<file path="src/rtl/stimulus_sequencer.sv">
// -----------------------------------------------------------------------------
// stimulus_sequencer
//
// Input stage for the combinational logic-function block. It turns three raw
// board switches and two pushbuttons into clean a/b/c drive signals.
//
//   MANUAL : the debounced switches drive {a,b,c} directly.
//   AUTO   : a 3-bit counter sweeps 000..111 and advances every STEP_CYCLES clocks.
//   STEP   : the counter advances once per debounced btn_step press.
//
// Ports
//   clk        system clock, rising edge
//   rst_n      asynchronous active-low reset
//   sw[2:0]    raw switches (sw[2]->a, sw[1]->b, sw[0]->c), asynchronous
//   btn_mode   raw pushbutton, cycles MANUAL->AUTO->STEP->MANUAL
//   btn_step   raw pushbutton, single step in STEP mode
//   a, b, c    registered drive to the function block
//   mode[1:0]  00 MANUAL, 01 AUTO, 10 STEP
//   changed    one-cycle pulse after {a,b,c} takes a new value
//   wrap       one-cycle pulse, aligned with changed, for a counter 111->000 roll
// -----------------------------------------------------------------------------
module stimulus_sequencer #(
    parameter int DEB_CYCLES  = 16,
    parameter int STEP_CYCLES = 8
) (
    input  logic       clk,
    input  logic       rst_n,
    input  logic [2:0] sw,
    input  logic       btn_mode,
    input  logic       btn_step,
    output logic       a,
    output logic       b,
    output logic       c,
    output logic [1:0] mode,
    output logic       changed,
    output logic       wrap
);

    localparam int NIN    = 5;
    localparam int DEB_W  = $clog2(DEB_CYCLES + 1);
    localparam int STEP_W = $clog2(STEP_CYCLES);

    typedef enum logic [1:0] {
        MODE_MANUAL = 2'b00,
        MODE_AUTO   = 2'b01,
        MODE_STEP   = 2'b10
    } mode_t;

    // Bit order: [2:0] switches, [3] btn_mode, [4] btn_step
    logic [NIN-1:0] raw_in;
    logic [NIN-1:0] sync1_reg;
    logic [NIN-1:0] sync2_reg;
    logic [NIN-1:0] stable_w;

    assign raw_in = {btn_step, btn_mode, sw};

    always_ff @(posedge clk or negedge rst_n) begin
        if (!rst_n) begin
            sync1_reg <= '0;
            sync2_reg <= '0;
        end else begin
            sync1_reg <= raw_in;
            sync2_reg <= sync1_reg;
        end
    end

    // One debouncer per input: a new level is accepted only after it has been
    // seen for DEB_CYCLES consecutive synchronised cycles.
    genvar gi;
    generate
        for (gi = 0; gi < NIN; gi++) begin : g_deb
            logic             stable_reg;
            logic [DEB_W-1:0] deb_cnt_reg;

            always_ff @(posedge clk or negedge rst_n) begin
                if (!rst_n) begin
                    stable_reg  <= 1'b0;
                    deb_cnt_reg <= '0;
                end else if (sync2_reg[gi] == stable_reg) begin
                    deb_cnt_reg <= '0;
                end else if (deb_cnt_reg == DEB_W'(DEB_CYCLES - 1)) begin
                    stable_reg  <= sync2_reg[gi];
                    deb_cnt_reg <= '0;
                end else begin
                    deb_cnt_reg <= deb_cnt_reg + 1'b1;
                end
            end

            assign stable_w[gi] = stable_reg;
        end
    endgenerate

    mode_t             mode_reg;
    logic [NIN-1:0]    stable_q_reg;   // one-cycle delayed debounced levels
    logic              mode_evt_reg;
    logic              step_evt_reg;
    logic [2:0]        cnt_reg;
    logic [STEP_W-1:0] timer_reg;
    logic [2:0]        abc_reg;
    logic [2:0]        abc_prev_reg;
    logic              changed_reg;
    logic              wrap_inc_reg;   // set on the edge cnt rolls 111->000
    logic              wrap_dly_reg;   // lines wrap up with the changed pulse
    logic              wrap_reg;

    always_ff @(posedge clk or negedge rst_n) begin
        if (!rst_n) begin
            mode_reg     <= MODE_MANUAL;
            stable_q_reg <= '0;
            mode_evt_reg <= 1'b0;
            step_evt_reg <= 1'b0;
            cnt_reg      <= '0;
            timer_reg    <= '0;
            abc_reg      <= '0;
            abc_prev_reg <= '0;
            changed_reg  <= 1'b0;
            wrap_inc_reg <= 1'b0;
            wrap_dly_reg <= 1'b0;
            wrap_reg     <= 1'b0;
        end else begin
            stable_q_reg <= stable_w;
            mode_evt_reg <= stable_w[3] & ~stable_q_reg[3];
            step_evt_reg <= stable_w[4] & ~stable_q_reg[4];
            wrap_inc_reg <= 1'b0;

            // A mode event takes priority and drops any increment in that cycle.
            if (mode_evt_reg) begin
                timer_reg <= '0;
                case (mode_reg)
                    MODE_MANUAL: begin
                        mode_reg <= MODE_AUTO;
                        // Start the sweep from the switch value so {a,b,c} holds.
                        cnt_reg  <= stable_q_reg[2:0];
                    end
                    MODE_AUTO: mode_reg <= MODE_STEP;
                    default:   mode_reg <= MODE_MANUAL;
                endcase
            end else if (mode_reg == MODE_AUTO) begin
                if (timer_reg == STEP_W'(STEP_CYCLES - 1)) begin
                    timer_reg    <= '0;
                    cnt_reg      <= cnt_reg + 3'd1;
                    wrap_inc_reg <= (cnt_reg == 3'b111);
                end else begin
                    timer_reg <= timer_reg + 1'b1;
                end
            end else begin
                timer_reg <= '0;
                if (mode_reg == MODE_STEP && step_evt_reg) begin
                    cnt_reg      <= cnt_reg + 3'd1;
                    wrap_inc_reg <= (cnt_reg == 3'b111);
                end
            end

            abc_reg      <= (mode_reg == MODE_MANUAL) ? stable_q_reg[2:0] : cnt_reg;
            abc_prev_reg <= abc_reg;
            changed_reg  <= (abc_reg != abc_prev_reg);
            wrap_dly_reg <= wrap_inc_reg;
            wrap_reg     <= wrap_dly_reg;
        end
    end

    assign a       = abc_reg[2];
    assign b       = abc_reg[1];
    assign c       = abc_reg[0];
    assign mode    = mode_reg;
    assign changed = changed_reg;
    assign wrap    = wrap_reg;

endmodule

</file>
<file path="config.mk">
export PLATFORM = sky130hd
export DESIGN_NAME = stimulus_sequencer
export DESIGN_NICKNAME = d
export VERILOG_FILES = /design/src/rtl/stimulus_sequencer.sv
export SDC_FILE = /design/constraint.sdc
export NUM_CORES = 1
export LEC_CHECK = 0
export CORE_MARGIN = 4
export CORE_UTILIZATION = 53
export DETAILED_ROUTE_END_ITERATION = 12
export PLACE_DENSITY = 0.72
export REMOVE_ABC_BUFFERS = 1
export SLEW_MARGIN = 20
export SYNTH_ARGS = -nofsm -noshare
export SYNTH_HDL_FRONTEND = slang
export SYNTH_SLANG_ARGS = --single-unit
</file>
<file path="constraint.sdc">
create_clock -name clk -period 3.1 [get_ports clk]
set_input_delay 0.62 -clock clk [delete_from_list [all_inputs] [get_ports clk]]
set_output_delay 0.62 -clock clk [all_outputs]
set_load 0.005 [all_outputs]
</file>
==> Word level (Yosys, flattened, before mapping) <==
Cells that the tools add are included.
{ "totals": {"regBits": 65, "input_bits": 7, "out_inout_bits": 7, "elab_cells": 88} }
{ "op_classes": {"n_addsub": 7, "eq_ne": 16, "muxes": 23, "bitwise_logic": 9, "reduce_logical": 9} }
{ "op_table": {"columns": ["operator", "n"], "rows": [
  ["2-to-1 mux 5 bit", 10],
  ["adder 5 x 1 -> 5 bit (second input constant)", 5],
  ["== test 5 x 4 -> 1 bit (second input constant)", 5],
  ["2-to-1 mux 3 bit", 8],
  ["AND reduction 2 bit", 6],
  ["NOT 1 bit", 7],
  ["adder 3 x 1 -> 3 bit (second input constant)", 2],
  ["== test 3 bit (second input constant)", 2],
  ["== test 1 bit", 5],
  ["2-to-1 mux 1 bit", 4],
  ["one-hot mux 2 bit (2 select lines)", 1],
  ["inequality test 3 x 2 -> 1 bit (second input constant)", 1],
  ["inequality test 3 bit", 1],
  ["nonzero test 3 bit", 1],
  ["bitwise AND 1 bit", 2],
  ["== test 2 x 1 -> 1 bit (second input constant)", 1],
  ["== test 2 bit (second input constant)", 1],
  ["logical NOT 2 bit", 1],
  ["logical AND 1 bit", 1]
]} }

==> Logic depth before layout (Yosys ltp) <==
{ "depth": {"depth_word": 5, "depth_mapped": 5, "depth_no_buf": 5} }

==> Worst setup path after synthesis <==
OpenSTA, ideal clock, no wires.
{ "synth_path": {"kind": "register to register", "from": "register mode_reg[1], in the netlist mode[1]", "to": "register cnt_reg[2]", "setup_time_ns": 0.126, "t_arrival_ns": 1.379, "required_time_ns": 2.974, "setup_slack_ns": 1.595, "path_stages_with_launch": 5, "path_buffers": 1, "synth_period_minus_slack_ns": 1.505, "cell_sequence": "dfrtp_1 buf_4 nor2_2 mux2_4 a221o_1"} }
{ "synth_between": {"elab_chain_len": 4, "elab_cells_between_ends": 10, "cone_classes": "3 x eq/ne; 3 x mux; 4 x reduce/logical"} }
{ "synth_rtl": {"columns": ["item", "line_no", "text"], "rows": [
  ["from (decl)", "93", "mode_t mode_reg;"],
  ["from (signal assigned)", "108", "mode_reg <= MODE_MANUAL;"],
  ["from (signal assigned)", "131", "mode_reg <= MODE_AUTO;"],
  ["from (signal assigned)", "135", "MODE_AUTO: mode_reg <= MODE_STEP;"],
  ["== test 2 bit", "148", "if (mode_reg == MODE_STEP && step_evt_reg) begin"],
  ["logical AND 1 bit", "148", null],
  ["nonzero test 3 bit (no source line)", null, null],
  ["AND reduction 2 bit (no source line)", null, null],
  ["to (signal assigned)", "133", "cnt_reg <= stable_q_reg[2:0];"],
  ["to (signal assigned)", "141", "cnt_reg <= cnt_reg + 3'd1;"],
  ["to (signal assigned)", "149", "cnt_reg <= cnt_reg + 3'd1;"],
  ["to (decl)", "97", "logic [2:0] cnt_reg;"]
]} }
Several ways; a longest one is shown, not always the timed one.
A chain may end at the register's enable or synchronous reset.

==> Worst setup path after layout <==
{ "layout_path": {"from": "register mode_reg[1], in the netlist mode[1]", "to": "output mode[1]"} }
{ "layout_lines": {"columns": ["item", "line_no", "text"], "rows": [
  ["to (decl)", "34", "output logic [1:0] mode,"]
]} }
No word-level cell between the ends.

==> impl_metrics.tcl <==
set metrics [dict create \
    port_buffers 13 \
    avgSynthCellArea_um2 13.5 \
    die-area_mm2 0.00574 \
    setup.worst_path.end_class "primary output" \
    tns_ns 0 \
    relSlewSlack_pct 48.4 \
    grt_max_degree 66 \
    synthCells 180 \
    synthToLayoutAreaGrowth_pct 14.3 \
    drcViolationCount 0 \
    vias 1346 \
    reg2reg_from "timer_reg[0]" \
    dieWidth_um 75.8 \
    grt_antenna_before_repair 0 \
    cap_violations 0 \
    fin_crit_sh_pct 66.7 \
    clk_pin_slew_worst_paths_ns 0.06 \
    clk_path_buf_depth 2 \
    cts_resized 0 \
    r2r_setup_slack_ns 1.49 \
    cts_buffers 9 \
    status "finished, final reports clean" \
    largest_register_ffs 25 \
    cts_setup_buffers 0 \
    p_leak_uw 0.00145 \
    power_density_mw_per_mm2 555 \
    fmaxAchievable_ghz 0.483 \
    slowest_delay_ns 0.59 \
    final_nets 219 \
    vias_per_cell 5.22 \
    crit_family "buffers and inverters" \
    hpwl_mm 2.41 \
    yosysUniqueCellTypes 29 \
    r2r_end "cnt_reg[2]" \
    critPathBufInv 1 \
    worstHoldStart "sync1_reg[1]" \
    min_period_ns 2.07 \
    clockRootBuffer "clkbuf_8" \
    firstDrtPassIters 4 \
    yosysSeqAreaShare_pct 66.8 \
    min_path_cells 0 \
    grt.overflow.total 0 \
    drt_iter0_drc 59 \
    cts.sinks 65 \
    crit_chain "clkdlybuf4s50_1" \
    grt_pass1_vias 1405 \
    routedWlPerCell_um 13.6 \
    hold_class "flip-flop to flip-flop" \
    hold_viol_final 0 \
    cp_data_arrival_time_ns 1.45 \
    rows 24 \
    track_usage_pct 15.5 \
    reg2regPathDepth 5 \
    skew_ns 0.00426 \
    ys_warn_count 0 \
    slew_viol_final 0 \
    critPathKind "flip-flop to primary output" \
    cts_tree "yes" \
    crit_path_top_delay_cell "clkdlybuf4s50_1" \
    worst_slack_ns 1.03 \
    dp_slack_ns 1.38 \
    critPathLaunchType "flip-flop" \
    rsz0062_at_grt "false" \
    routabilityCongestion 0.893 \
    syn_area_mm2 0.00243 \
    synth-seq-cells 65 \
    hold_end "sync2_reg[1]" \
    ios 14 \
    hold_buffers 0 \
    antenna_left 0 \
    grt_pass1_wl_mm 6.20 \
    wl_mm 3.52 \
    antenna_cells 0 \
    setup_viol 0 \
    crit_required_ns 2.48 \
    tightest_slew_ns 0.774 \
    core-area_mm2 0.00441 \
    start_util_pct 55.2 \
    ir_drop_mv 0.272 \
    insertion_delay_ns 0.33 \
    drive_above_1_share_pct 10.7 \
    critical_path.max_fanout 11 \
    fp.dieH_um 75.8 \
    htreeDepth 3 \
]
## power breakdown
| group | switching (µW) | internal, µW |
|---|---|---|
| Combinational | 34.4 | 24.6 |
| Clock | 271 | 326 |
| Sequential | 15.7 | 872 |
| Total | 321 | 1220 |
## cell usage after synthesis, drive strengths merged
master | instances | area share [%]
o21ai | 5 | 1.0
nor4b | 1 | 0.36
nand2 | 3 | 0.46
and3b | 2 | 0.72
buf | 2 | 0.51
xor2 | 15 | 5.4
nand4bb | 2 | 0.92
inv | 6 | 0.92
nor2 | 21 | 3.3
mux2 | 8 | 3.9
nand4 | 2 | 0.51
xnor2 | 3 | 1.1
nand3 | 13 | 2.7
dfrtp | 65 | 67
a221o | 1 | 0.41
and3 | 5 | 1.3
ha | 9 | 4.6
o211a | 1 | 0.41
a21boi | 1 | 0.31
nor3b | 1 | 0.31
o311ai | 2 | 0.72
nor4 | 1 | 0.26
or3b | 1 | 0.36
nor2b | 3 | 0.77
and2 | 6 | 1.5
mux2i | 1 | 0.41
## cells in the final DEF, fill, tap and decap left out, types with 5 or more instances in the layout
master and n:
clkdlybuf4s50_1 12, inv_1 6, and2_1 6, nand3_1 13, nor2_1 20, mux2_2 7, ha_1 9, xor2_1 15
o21ai_1 5, and3_1 5, dfrtp_1 65, clkbuf_8 11
## layer usage
layer	global-route usage, %	up-vias	wire length [µm]
met3	9.50	8	157
met5	0	-	0
met1	17.3	663	1520
met4	7.57	0	69
li1	-	656	-
met2	23.2	19	1770
## worst max path at each step
stage / from / endpoint / slack (ns) / cells after the start
global route: mode[1] / mode[1] / 0.92 / 1
finish: mode[1] / mode[1] / 1.03 / 1
CTS: mode[1] / mode[1] / 1.00 / 1
floorplan: timer_reg[0] / cnt_reg[2] / 1.60 / 5
global placement: mode[1] / mode[1] / 1.40 / 1
detailed placement: mode[1] / mode[1] / 1.38 / 1
## final cells by class
type,count,area [µm²]
fill,335,1630
sequential,65,1630
multi-input combinational,107,773
clock buffer,14,163
timing repair buffer,14,133
tap,52,65.1
inverter,6,22.5
## through the flow
step	power [µW]	cell area [µm²]	util (%)	hold WS (ns)	instances
finish	1540	2780	63.0	0.356	258
floorplan	929	2420	-	0.324	178
global placement	957	2620	59.4	0.333	244
global route	1630	2780	63.0	0.362	258
CTS	1570	2780	63.0	0.359	258
detailed placement	964	2620	59.4	0.342	244
## cell families (layout without fill, tap and decap cells)
logic type / after synthesis / count (layout) / share of synthesized area (%)
and+or+nand+nor: 61 / 61 / 13.5
buffers and inverters: 8 / 34 / 1.44
xor gates and xnor gates: 18 / 18 / 6.48
muxes: 9 / 9 / 4.27
DFF: 65 / 65 / 66.8
adders and majority gates: 9 / 9 / 4.62
AOI/OAI and AO/OA: 10 / 10 / 2.88
Power figures use the tool's default switching activity.
